**src/rtl/plot_queue_writer.sv**
```systemverilog
// Clips the drawing engines' plot stream to the screen, queues it in a small FIFO and
// issues stallable framebuffer writes. Optional macro PLOT_DEDUP_EN drops repeated pixels.
module plot_queue_writer #(
  parameter int DEPTH = 8,
  parameter int SCR_W = 160,
  parameter int SCR_H = 120
) (
  input  logic                     clk,
  input  logic                     rst,
  input  logic [7:0]               in_x,
  input  logic [6:0]               in_y,
  input  logic [2:0]               in_colour,
  input  logic                     in_plot,
  output logic [14:0]              fb_addr,
  output logic [2:0]               fb_data,
  output logic                     fb_we,
  input  logic                     fb_ready,
  output logic [$clog2(DEPTH):0]   count,
  output logic                     full,
  output logic                     idle,
  output logic                     overflow
);

  localparam int AW = $clog2(DEPTH);
  localparam logic [8:0]  XLIM     = SCR_W[8:0];
  localparam logic [7:0]  YLIM     = SCR_H[7:0];
  localparam logic [AW:0] FULL_CNT = (AW+1)'(DEPTH);

  typedef struct packed {
    logic [7:0] x;
    logic [6:0] y;
    logic [2:0] c;
  } entry_t;

  entry_t        r_mem [DEPTH];
  logic [AW-1:0] r_wptr;
  logic [AW-1:0] r_rptr;
  logic [AW:0]   r_count;
  logic          r_valid;
  logic [14:0]   r_addr;
  logic [2:0]    r_data;
  logic          r_ovf;

  logic   w_elig;
  logic   w_req;
  logic   w_empty;
  logic   w_full;
  logic   w_accept;
  logic   w_pop;
  logic   w_push;
  logic   w_drop;
  entry_t w_in;
  entry_t w_tail;
  logic [14:0] w_addr;

  assign w_in    = '{x: in_x, y: in_y, c: in_colour};
  assign w_elig  = in_plot && ({1'b0, in_x} < XLIM) && ({1'b0, in_y} < YLIM);

`ifdef PLOT_DEDUP_EN
  entry_t r_last;
  logic   r_last_valid;

  assign w_req = w_elig && !(r_last_valid && (r_last == w_in));

  always_ff @(posedge clk) begin
    if (rst) begin
      r_last       <= '0;
      r_last_valid <= 1'b0;
    end else if (w_push) begin
      r_last       <= w_in;
      r_last_valid <= 1'b1;
    end
  end
`else
  assign w_req = w_elig;
`endif

  assign w_empty  = (r_count == '0);
  assign w_full   = (r_count == FULL_CNT);
  assign w_accept = r_valid && fb_ready;
  // The output register can take a new entry whenever it is free or being emptied this edge.
  assign w_pop    = !w_empty && (!r_valid || fb_ready);
  assign w_push   = w_req && (!w_full || w_pop);
  assign w_drop   = w_req && w_full && !w_pop;

  assign w_tail = r_mem[r_rptr];
  // y*160 as y*128 + y*32, avoiding a multiplier.
  assign w_addr = {1'b0, w_tail.y, 7'b0} + {3'b0, w_tail.y, 5'b0} + {7'b0, w_tail.x};

  always_ff @(posedge clk) begin
    if (w_push && !rst) r_mem[r_wptr] <= w_in;
  end

  always_ff @(posedge clk) begin
    if (rst) begin
      r_wptr  <= '0;
      r_rptr  <= '0;
      r_count <= '0;
      r_valid <= 1'b0;
      r_addr  <= '0;
      r_data  <= '0;
      r_ovf   <= 1'b0;
    end else begin
      if (w_push) r_wptr <= r_wptr + 1'b1;
      if (w_pop)  r_rptr <= r_rptr + 1'b1;
      case ({w_push, w_pop})
        2'b10:   r_count <= r_count + 1'b1;
        2'b01:   r_count <= r_count - 1'b1;
        default: r_count <= r_count;
      endcase
      if (w_pop) begin
        r_valid <= 1'b1;
        r_addr  <= w_addr;
        r_data  <= w_tail.c;
      end else if (w_accept) begin
        r_valid <= 1'b0;
      end
      if (w_drop) r_ovf <= 1'b1;
    end
  end

  assign fb_we    = r_valid;
  assign fb_addr  = r_addr;
  assign fb_data  = r_data;
  assign count    = r_count;
  assign full     = w_full;
  assign idle     = w_empty && !r_valid;
  assign overflow = r_ovf;

endmodule

```
**config.mk**
```make
export PLATFORM = sky130hd
export DESIGN_NAME = plot_queue_writer
export DESIGN_NICKNAME = d
export VERILOG_FILES = /design/src/rtl/plot_queue_writer.sv
export SDC_FILE = /design/constraint.sdc
export NUM_CORES = 1
export LEC_CHECK = 0
export BUFFER_PORTS_ARGS = -buffer_cell sky130_fd_sc_hd__buf_2
export CORE_UTILIZATION = 40
export DETAILED_ROUTE_END_ITERATION = 16
export HOLD_SLACK_MARGIN = 0.02
export PLACE_DENSITY = 0.67
export SLEW_MARGIN = 20
export SYNTH_ARGS = -nofsm -noshare
export SYNTH_HDL_FRONTEND = slang
export SYNTH_SLANG_ARGS = --single-unit
```
**constraint.sdc**
```tcl
create_clock -name clk -period 4.61 [get_ports clk]
set_input_delay 0.922 -clock clk [delete_from_list [all_inputs] [get_ports clk]]
set_output_delay 0.922 -clock clk [all_outputs]
set_load 0.005 [all_outputs]
```
==> key figures <==
Job
  – Max-cap viol count: 0

Floorplan
  – Die Wd: 136 um
  – Core region area: 0.0174 mm2
  – # rows: 48
  – Die Y: 136 um
  – Starting density of the core: 0.412
  – Die Footprint: 0.0185 mm2
  – I/O pin total: 48

GRT
  – M3 GR Usage: 0.0421
  – Gr usage total: 0.157
  – Number of global-route vias before repair: 3803
  – Met1 Resource Use GR: 0.197
  – Total global routing overflow: 0
  – Met2 Use GR: 0.254
  – Pin count of the biggest net entering global routing: 41
  – Gr busiest metal: met2
  – First-pass GRT wire length: 20800 um
  – Initial antenna violation count: 0

Setup path
  – Worst flop-to-flop path endpoint: fb_addr[11]
  – Crit-path cells: mux4_2, mux2i_1, fa_1, inv_1, ha_1, a211oi_1, o21ai_0, a21oi_1, nor4_1, a211o_1
  – R2r setup slk: 0.91 ns
  – Setup crit start kind: flop
  – Worst Path Max Fanout: 17
  – CP delay by family, top: compound AO/OA/AOI/OAI gates
  – CP endpoint kind: flop
  – Max stage delay cell, worst path: dfxtp_2
  – R2r worst-path depth: 10
  – WP buf/inv: 1
  – CP Capture Point: fb_addr[11]
  – Total stage count of the critical path: 10
  – WP data arrival: 4.01 ns
  – Critical path type: flop to flop
  – Data required, critical path: 4.93 ns
  – Slowest stage delay, CP: 0.70 ns

CTS
  – CTS Hold Buffers Added: 0
  – Worst skew pair latency: 0.43 ns
  – Number of H-tree levels: 4
  – Post_cts resized: 0
  – Clk pin slew, worst setup/hold paths: 0.07 ns
  – CTS tree: yes
  – Postcts setup bufs: 0
  – CTS Root Cell: clkbuf_16
  – Max Buffers Root-to-Sink: 2
  – Num CTS Buffers: 17
  – # clock sinks: 177

Yosys
  – Synth Cell Area: 0.00718 mm2
  – Post-synth top flop: edfxtp_1
  – Register area share after synthesis: 0.695
  – Mapped Nets: 458
  – Unique cell type count in the Yosys netlist: 43
  – Flops & latches, synth: 177
  – EDFF count, synth: 144
  – Ys async rst share: 0
  – Avg Cell Area, Syn: 17.3 um2
  – Synth warn: 0
  – Mapped Cells: 416

Place
  – Setup Slack @ Placement: 0.899 ns
  – Placement Cell Area: 0.00772 mm2
  – IO buf count: 47
  – Post-DP HPWL: 8360 um
  – Gpl congestion: 0.812

Timing
  – Setup violations, final: 0
  – Measured slew at the worst slew-check pin: 0.750 ns
  – Min Hold Slack: 0.451 ns
  – Clock Skew: 0.00695 ns
  – Slew headroom: 0.495
  – Crit path time final: 3.70 ns
  – Final Hold Vio Count: 0
  – RSZ-0062 raised after global routing: false
  – Max Clk Rate: 0.271 GHz
  – Setup TNS: 0 ns
  – Final Cycle Share: 0.802
  – Worst setup slack after layout: 0.915 ns
  – Slew Viols, Final: 0

Layout
  – Design area: 0.00831 mm2
  – ANT cells: 0
  – Nets: 518
  – Layout cells sized above 1: 0.288
  – Layout area overhead: 15.8%
  – Filler Cells Inserted: 1467

Power
  – Power density cells: 596 mW/mm2
  – VDD IR-drop max: 370 uV
  – Static leakage: 2.83 nW
  – Total power draw: 4.95 mW

Detailed routing
  – # DRC: 0
  – Post-DRT Antenna Nets: 0
  – Vias per cell: 5.28
  – Routed WL per cell: 18.7 um
  – Vias: 3769
  – Final wirelength: 13300 um
  – DR iter-0 viols: 241
  – Detailed Routing Iterations Pass 1: 4

Min path
  – Worst Hold Class: flop to flop

Run status
  – Status: completed
through the flow:
stage,utilization,instances
final,0.477,714
after global routing,0.477,714
after CTS,0.477,714
after detailed placement,0.443,682
after global placement,0.443,682
after floorplan,-,416
Yosys cell counts, drive strengths merged (4+ instances only):
master | number | area [um2]
edfxtp | 144 | 4320
mux4 | 36 | 811
dfxtp | 33 | 661
nor2 | 33 | 124
nand2 | 20 | 75.1
ha | 17 | 213
a211oi | 14 | 110
a21oi | 13 | 65.1
mux2i | 12 | 120
clkbuf | 10 | 37.5
buf | 8 | 51.3
inv | 8 | 30.0
mux2 | 7 | 82.6
o21ai | 7 | 35.0
xnor2 | 7 | 61.3
nor3 | 5 | 25.0
nand3 | 4 | 20.0
layout make-up:
type,instances,area (um2),share of cell area
Timing Repair Buffer,59,325,0.0392
Multi-Input combinational cell,213,2100,0.253
Clock inverter,15,161,0.0194
Sequential cell,177,4990,0.600
Inverter,8,30.0,0.00361
Tap cell,225,282,0.0339
Clock buffer,17,425,0.0512
worst reg2reg max path, delay by kind of cell, from the launching register on:
kind	cells	cell delay (ns)
AOI/OAI and AO/OA	4	1.00
adders and majority gates	2	0.74
buffers and inverters	1	0.11
DFF	1	0.70
muxes	2	0.96
and+or+nand+nor	1	0.07
logic make-up (layout without fill, tap and decap cells):
group | count (synthesis) | after routing | share of synthesized area
flip-flops | 177 | 177 | 0.695
AO/OA/AOI/OAI | 47 | 47 | 0.0452
buffers and inverters | 26 | 99 | 0.0166
adder cells (fa/ha/maj) | 20 | 20 | 0.0380
multiplexers | 55 | 55 | 0.141
XOR/XNOR | 10 | 10 | 0.0122
AND/OR/NAND/NOR | 81 | 81 | 0.0523
where the power goes:
| part | total [mW] | switching [mW] | internal, mW |
|---|---|---|---|
| Combinational | 1.60 | 0.833 | 0.768 |
| Clock | 1.41 | 0.605 | 0.804 |
| Sequential | 1.94 | 0.0990 | 1.85 |
flip-flops by register name (all words and copies together), names as in the netlist, named ones only:
register	flops
r_rptr	3
r_wptr	3
fb_data	3
fb_addr	15
fb_we	1
overflow	1
count	4
r_mem	144
layout by cell type, fill, tap and decap left out, types with 3 or more instances in the layout:
| cell | instances |
|---|---|
| a21oi_1 | 13 |
| a211oi_1 | 13 |
| clkinvlp_4 | 5 |
| clkbuf_16 | 17 |
| ha_1 | 17 |
| edfxtp_1 | 144 |
| xnor2_1 | 7 |
| nand2_1 | 20 |
| inv_1 | 8 |
| mux2_2 | 6 |
| and2_1 | 3 |
| xor2_1 | 3 |
| fa_1 | 3 |
| nor3_1 | 3 |
| buf_4 | 12 |
| dfxtp_1 | 32 |
| nor2_1 | 32 |
| nor3b_1 | 3 |
| inv_8 | 3 |
| nand3_1 | 4 |
| o21ai_0 | 7 |
| buf_2 | 47 |
| mux4_2 | 36 |
| mux2i_1 | 12 |
| a21o_1 | 3 |
worst min path at each step:
stage | cells after the start | to | start | slack [ns]
after floorplan | 2 | fb_addr[10] | fb_addr[10] | 0.45
after global placement | 2 | fb_addr[10] | fb_addr[10] | 0.44
after detailed placement | 2 | fb_addr[10] | fb_addr[10] | 0.45
after CTS | 2 | fb_addr[10] | fb_addr[10] | 0.45
after global routing | 2 | fb_addr[14] | fb_addr[14] | 0.49
final | 2 | fb_addr[10] | fb_addr[10] | 0.45
metal layers:
layer  wire, um  part of all wire
met5          0                 0
met4        229             0.017
met3        510             0.038
met2       6520              0.49
met1       6070              0.46
(Power assumes the default switching activity.)
